===== config.mk =====
export PLATFORM = sky130hd
export DESIGN_NAME = fetch_redirect_flat
export DESIGN_NICKNAME = d
export VERILOG_FILES = /design/src/rtl/fetch_redirect_pkg.sv /design/src/rtl/fetch_redirect_if.sv /design/src/rtl/fetch_redirect_npc_sel.sv /design/src/rtl/fetch_redirect.sv /design/src/flat_wrapper.sv
export SDC_FILE = /design/constraint.sdc
export NUM_CORES = 1
export LEC_CHECK = 0
export CORE_AREA = 10 10 128 153
export DETAILED_ROUTE_END_ITERATION = 6
export DIE_AREA = 0 0 138 163
export GPL_ROUTABILITY_DRIVEN = 0
export PLACE_DENSITY_LB_ADDON = 0.05
export SLEW_MARGIN = 25
export SYNTH_ARGS = -nofsm -noshare
export SYNTH_HDL_FRONTEND = slang
export SYNTH_SLANG_ARGS = --single-unit

===== constraint.sdc =====
create_clock -name clk -period 2.05 [get_ports clk]
set_clock_uncertainty 0.2 [all_clocks]
set_input_delay 0.41 -clock clk [delete_from_list [all_inputs] [get_ports clk]]
set_output_delay 0.41 -clock clk [all_outputs]
set_load 0.01 [all_outputs]

===== src/rtl/fetch_redirect_pkg.sv =====
// rtl/fetch_redirect_pkg.sv - shared fetch state encodings and constants
package fetch_redirect_pkg;

  typedef enum logic [1:0] {
    IDLE = 2'd0,
    REQ  = 2'd1,
    WAIT = 2'd2
  } fetch_state_e;

  localparam logic [31:0] NOP_INST         = 32'h0000_0013;
  localparam logic [31:0] DEFAULT_RESET_PC = 32'h0000_0000;
  localparam logic [31:0] DEFAULT_TRAP_PC  = 32'h0000_0100;

  function automatic logic [31:0] word_align(input logic [31:0] addr);
    return {addr[31:2], 2'b00};
  endfunction

endpackage


===== src/rtl/fetch_redirect_if.sv =====
// rtl/fetch_redirect_if.sv - single-outstanding instruction memory req/gnt/rvalid bus
interface fetch_redirect_if;
  logic        req;
  logic [31:0] addr;
  logic        gnt;
  logic        rvalid;
  logic [31:0] rdata;

  modport master (output req, addr, input gnt, rvalid, rdata);
  modport slave  (input req, addr, output gnt, rvalid, rdata);
endinterface


===== src/rtl/fetch_redirect_npc_sel.sv =====
// rtl/fetch_redirect_npc_sel.sv - next-PC mux (reset/redirect/trap/pc+4)
// MISALIGN_TRAP_EN: misaligned redirect targets go to TRAP_PC instead of being truncated.
module fetch_redirect_npc_sel
  import fetch_redirect_pkg::*;
#(
  parameter logic [31:0] RESET_PC = DEFAULT_RESET_PC,
  parameter logic [31:0] TRAP_PC  = DEFAULT_TRAP_PC
) (
  input  logic        rst,
  input  logic        redirect,
  input  logic        advance,
  input  logic [31:0] target,
  input  logic [31:0] pc,
  output logic [31:0] npc,
  output logic        trap
);

`ifdef MISALIGN_TRAP_EN
  localparam bit TRAP_EN = 1'b1;
`else
  localparam bit TRAP_EN = 1'b0;
`endif

  logic misaligned;

  assign misaligned = (target[1:0] != 2'b00);
  assign trap       = TRAP_EN && redirect && misaligned;

  always_comb begin
    npc = pc;
    if (rst) begin
      npc = RESET_PC;
    end else if (trap) begin
      npc = TRAP_PC;
    end else if (redirect) begin
      npc = word_align(target);
    end else if (advance) begin
      npc = pc + 32'd4;
    end
  end

endmodule


===== src/rtl/fetch_redirect.sv =====
// rtl/fetch_redirect.sv - fetch front end: PC, imem handshake, skid buffer, EX redirect/flush
// MISALIGN_TRAP_EN (in npc_sel) enables the misaligned-target trap and misalign pulse.
module fetch_redirect
  import fetch_redirect_pkg::*;
#(
  parameter logic [31:0] RESET_PC = DEFAULT_RESET_PC,
  parameter logic [31:0] TRAP_PC  = DEFAULT_TRAP_PC
) (
  input  logic                    clk,
  input  logic                    rst,
  input  logic                    ex_valid,
  input  logic                    ex_br,
  input  logic                    ex_jump,
  input  logic [31:0]             ex_target,
  input  logic                    stall,
  fetch_redirect_if.master        imem,
  output logic                    if_valid,
  output logic [31:0]             if_inst,
  output logic [31:0]             if_pc,
  output logic [31:0]             if_pc4,
  output logic                    flush,
  output logic                    misalign
);

  fetch_state_e state_q, state_d;
  logic [31:0]  pc_q, pc_d;
  logic         drop_q, drop_d;
  logic         skid_full_q, skid_full_d;
  logic [31:0]  skid_inst_q;
  logic         redirect, trap;
  logic         resp, take_resp, capture, release_skid, advance;

  assign redirect = ex_valid & (ex_br | ex_jump);

  // A full skid means nothing is in flight, so rvalid is only meaningful without it.
  assign resp         = (state_q == WAIT) && !skid_full_q && imem.rvalid;
  assign take_resp    = resp && !drop_q && !redirect && (!stall || !if_valid);
  assign capture      = resp && !drop_q && !redirect && stall && if_valid;
  assign release_skid = (state_q == WAIT) && skid_full_q && !redirect && !stall;
  assign advance      = take_resp | release_skid;

  assign imem.req  = (state_q == REQ);
  assign imem.addr = pc_q;

  fetch_redirect_npc_sel #(
    .RESET_PC (RESET_PC),
    .TRAP_PC  (TRAP_PC)
  ) u_npc_sel (
    .rst      (rst),
    .redirect (redirect),
    .advance  (advance),
    .target   (ex_target),
    .pc       (pc_q),
    .npc      (pc_d),
    .trap     (trap)
  );

  always_comb begin
    state_d     = state_q;
    drop_d      = drop_q;
    skid_full_d = skid_full_q;
    unique case (state_q)
      IDLE: state_d = REQ;
      REQ: begin
        if (imem.gnt) begin
          state_d = WAIT;
          if (redirect) drop_d = 1'b1;
        end
      end
      WAIT: begin
        if (skid_full_q) begin
          if (redirect || !stall) begin
            state_d     = REQ;
            skid_full_d = 1'b0;
          end
        end else if (imem.rvalid) begin
          drop_d = 1'b0;
          if (capture) skid_full_d = 1'b1;
          else         state_d     = REQ;
        end else if (redirect) begin
          drop_d = 1'b1;
        end
      end
      default: state_d = IDLE;
    endcase
  end

  // npc_sel already folds reset into pc_d.
  always_ff @(posedge clk) begin
    pc_q <= pc_d;
  end

  always_ff @(posedge clk) begin
    if (rst) begin
      state_q     <= IDLE;
      drop_q      <= 1'b0;
      skid_full_q <= 1'b0;
      skid_inst_q <= NOP_INST;
      if_valid    <= 1'b0;
      if_inst     <= NOP_INST;
      if_pc       <= RESET_PC;
      if_pc4      <= RESET_PC + 32'd4;
      flush       <= 1'b0;
      misalign    <= 1'b0;
    end else begin
      state_q     <= state_d;
      drop_q      <= drop_d;
      skid_full_q <= skid_full_d;
      flush       <= redirect;
      misalign    <= trap;
      if (capture) skid_inst_q <= imem.rdata;
      if (redirect) begin
        if_valid <= 1'b0;
      end else if (advance) begin
        if_valid <= 1'b1;
        if_inst  <= take_resp ? imem.rdata : skid_inst_q;
        if_pc    <= pc_q;
        if_pc4   <= pc_q + 32'd4;
      end else if (!stall) begin
        if_valid <= 1'b0;
      end
    end
  end

endmodule


===== src/flat_wrapper.sv =====
// flat-port wrapper written by rule: the top's interface ports become plain ports
module fetch_redirect_flat import fetch_redirect_pkg::*;
#(
  parameter logic [31:0] RESET_PC = DEFAULT_RESET_PC,
  parameter logic [31:0] TRAP_PC  = DEFAULT_TRAP_PC
)
  (clk, rst, ex_valid, ex_br, ex_jump, ex_target, stall, if_valid, if_inst, if_pc, if_pc4, flush, misalign, imem_req, imem_addr, imem_gnt, imem_rvalid, imem_rdata);
  fetch_redirect_if imem_i ();
  input  logic clk;
  input  logic rst;
  input  logic ex_valid;
  input  logic ex_br;
  input  logic ex_jump;
  input  logic [31:0] ex_target;
  input  logic stall;
  output logic if_valid;
  output logic [31:0] if_inst;
  output logic [31:0] if_pc;
  output logic [31:0] if_pc4;
  output logic flush;
  output logic misalign;
  output wire logic [$bits(imem_i.req)-1:0] imem_req;
  output wire logic [$bits(imem_i.addr)-1:0] imem_addr;
  input wire logic [$bits(imem_i.gnt)-1:0] imem_gnt;
  input wire logic [$bits(imem_i.rvalid)-1:0] imem_rvalid;
  input wire logic [$bits(imem_i.rdata)-1:0] imem_rdata;
  assign imem_req = imem_i.req;
  assign imem_addr = imem_i.addr;
  assign imem_i.gnt = imem_gnt;
  assign imem_i.rvalid = imem_rvalid;
  assign imem_i.rdata = imem_rdata;
  fetch_redirect #(.RESET_PC(RESET_PC), .TRAP_PC(TRAP_PC)) u_core (.clk(clk), .rst(rst), .ex_valid(ex_valid), .ex_br(ex_br), .ex_jump(ex_jump), .ex_target(ex_target), .stall(stall), .imem(imem_i), .if_valid(if_valid), .if_inst(if_inst), .if_pc(if_pc), .if_pc4(if_pc4), .flush(flush), .misalign(misalign));
endmodule

==> PnR_summary.wiki <==
{| class="wikitable"
! Metric !! Value
|-
| Critical path start-end classification || flip-flop to flip-flop
|-
| Core region area || 0.0167 mm2
|-
| Post-synthesis cell count || 869
|-
| Number of DRC markers in iteration 0 || 342
|-
| Fin crit period || 2060 ps
|-
| Data arrival time of the critical path || 2200 ps
|-
| Prevailing post-synth register cell || dfxtp_1
|-
| Master cell of the clock root buffer || clkbuf_16
|-
| Via count of the first global-routing pass || 6473
|-
| Logic depth of the worst setup path including buffers || 4
|-
| Cts-stage hold buffer count || 0
|-
| Antenna violation net count after detailed routing || 0
|-
| Max-Cap Viols || 0
|-
| Number of buffer cells added on primary ports || 194
|-
| Placed Area || 0.00981 mm2
|-
| Worst EP required || 2180 ps
|-
| Cell breakdown of the critical path || nand4_1, or4_4, or3_1, a311oi_2
|-
| Critical Path Max Stage Delay || 630 ps
|-
| Clock Pin Slew Worst Setup and Hold Paths || 70 ps
|-
| Mean number of vias per cell || 5.02
|-
| Worst hold slack || 77.8 ps
|-
| Overall Power || 7.18 mW
|-
| Die X || 138 um
|-
| Unrepaired setup endpoints after global routing || yes
|-
| Path type of the worst min-delay path || primary input to flip-flop
|-
| Number of max-slew violations in the final report || 0
|-
| Max Clk Rate || 0.485 GHz
|-
| Type of origin of the critical path || flip-flop
|-
| Peak supply drop || 0.000509 V
|-
| FFs w/ async S/R, synth || 0%
|-
| Count of warnings emitted by yosys || 0
|-
| Power density over cell area || 679 mW/mm2
|-
| TritonCTS clock tree || built
|-
| Dominant cell by count in the synthesized netlist || nand2_1
|-
| Total inserted antenna cells || 0
|-
| Largest net degree at the start of global routing || 54
|-
| DP Worst Slack || -436 ps
|-
| Maximum fanout encountered on the critical timing path || 14
|-
| Maximum clock path buffer count || 2
|-
| Commonest cells post-synth || 227 x nand2_1, 160 x dfxtp_1, 91 x nor2_1, 66 x a21oi_1, 54 x clkbuf_1
|-
| Total via count in the routed design || 6732
|-
| Top-area cell type share of the netlist area || 46.1%
|-
| Wire length reported by the detailed router || 21500 um
|-
| Type of destination of the critical path || flip-flop
|-
| Worst-case reg-to-reg path depth || 4
|-
| Layout cells sized above 1 || 17.2%
|-
| Overflow after GRT || 0
|-
| Share of synthesized area occupied by flip-flops and latches || 46.1%
|-
| Wire length of the first global-routing pass || 34200 um
|-
| Number of antenna violations at the first check in global routing || 0
|-
| Share of the cycle needed by the critical path after routing || 101%
|-
| Cells taking the most area after synthesis || dfxtp_1 46%, nand2_1 12%, nor2_1 4.9%
|-
| Number of buffer and inverter instances along the worst setup path || 0
|-
| Overall global routing resource usage || 18.3%
|-
| Cell leakage power || 3.75 nW
|-
| Initial standard-cell utilization of the core || 41.7%
|-
| Number of nets in the finished design || 1184
|-
| Count of flip-flops with a built-in enable after synthesis || 0
|-
| Overall die area || 0.0225 mm2
|-
| Mean post-synth cell area || 7.99 um2
|-
| DP Cell Count || 1298
|-
| Slack of the critical path || -11.1 ps
|-
| Final Hold Vio Count || 0
|-
| Hold Crit Depth || 2
|-
| Average routed wire per standard cell || 16.1 um
|-
| Cell type with the highest aggregate area in the netlist || dfxtp_1
|-
| DP HPWL || 15400 um
|-
| Number of primary I/O pins || 204
|-
| Cell area after synthesis || 0.00694 mm2
|-
| Fin cells || 1340
|-
| Number of placement rows || 52
|-
| First drt pass iteration count || 7
|-
| Total number of clock tree sinks || 160
|-
| Status || complete, but fails checks
|-
| Violations in the final reports || negative setup slack
|-
| Top Family by Delay on Critical Path || simple AND/OR/NAND/NOR gates
|-
| Clock latency on the worst-skew pair || 420 ps
|-
| Synthesis-stage register bit count || 160
|-
| Area added between synthesis and finish || 52.3%
|-
| Die Height || 163 um
|-
| Master of the slowest instance on the critical path || or4_4
|-
| Residual DRC count || 0
|-
| Final Cell Area || 0.0106 mm2
|-
| Distinct cell type count after synthesis || 49
|-
| Number of CTS-inserted buffers || 17
|-
| Final number of setup-violating endpoints || 1
|-
| H-tree levels || 4
|}
cells by family (layout without fill, tap and decap cells):
family                     Yosys count  count (layout)  synth area share, %
AOI/OAI and AO/OA                  177             177                 17.0
xor gates and xnor gates            49              49                 6.18
adders and majority gates            1               1                0.180
buffers and inverters               83             332                 5.51
DFF                                160             160                 46.1
other                                1               7               0.0540
and+or+nand+nor                    398             398                 24.9
where the power goes:
| part | leakage, nW | switching, mW | internal, mW |
|---|---|---|---|
| Sequential | 1.30 | 0.0557 | 3.18 |
| Combinational | 2.16 | 0.377 | 0.409 |
| Clock | 0.292 | 1.40 | 1.75 |
per-layer routing:
metal	global-route usage [%]	wire, um	vias up
li1	-	-	3425
met1	21.8	9400	3124
met2	30.8	10400	168
met3	6.39	1580	15
met4	4.61	205	0
met5	0	0	-
metrics by stage:
| stage | util (%) | setup TNS, ps |
|---|---|---|
| after global placement | 58.9 | -47180 |
| after global routing | 63.5 | -1020 |
| after CTS | 62.3 | -116 |
| final | 63.5 | -11.1 |
| after floorplan | - | -1420 |
| after detailed placement | 58.9 | -49850 |
flip-flops by register name (all words and copies together), names as in the netlist, 2 cells and up:
register            flops
u_core.if_inst         32
u_core.if_pc           30
u_core.if_pc4          30
u_core.imem.addr       30
u_core.skid_inst_q     32
u_core.state_q          2
cell type report:
type / count / area, um2
well taps: 216 / 270
clock buffers: 18 / 439
repair buffers: 296 / 2920
flip-flops and latches: 160 / 3230
fillers: 1484 / 6080
multi-input cells: 632 / 3550
clock inverters: 14 / 145
inverters: 4 / 15.0
placed cells by master (no fill, tap or decap), drive strengths merged, types with 13 or more instances in the layout:
cell and instances:
nand2 227, clkdlybuf4s50 162, dfxtp 160, buf 102, nor2 92, a21oi 66, a311oi 37, a211oi 36
xnor2 34, dlygate4sd2 27, o21ai 26, nor3 24, clkbuf 19, xor2 15, nand3 13, inv 13
worst paths after layout:
kind / startpoint / to / slack [ps]
hold / removal: imem_rvalid / u_core.drop_q / 80
setup / recovery: u_core.imem.addr[2] / u_core.imem.addr[21] / -10
setup reg to reg: u_core.imem.addr[2] / u_core.imem.addr[21] / -10
hold reg to reg: u_core.if_pc[15] / u_core.if_pc[15] / 250
repair_timing:
item	in CTS	in global routing
pin swaps	0	6
cloned	0	2
endpoints found under the setup margin	38	121
gates resized for setup	32	28
buffers inserted	2	6
Note: power is estimated with default switching activity, not from simulation.
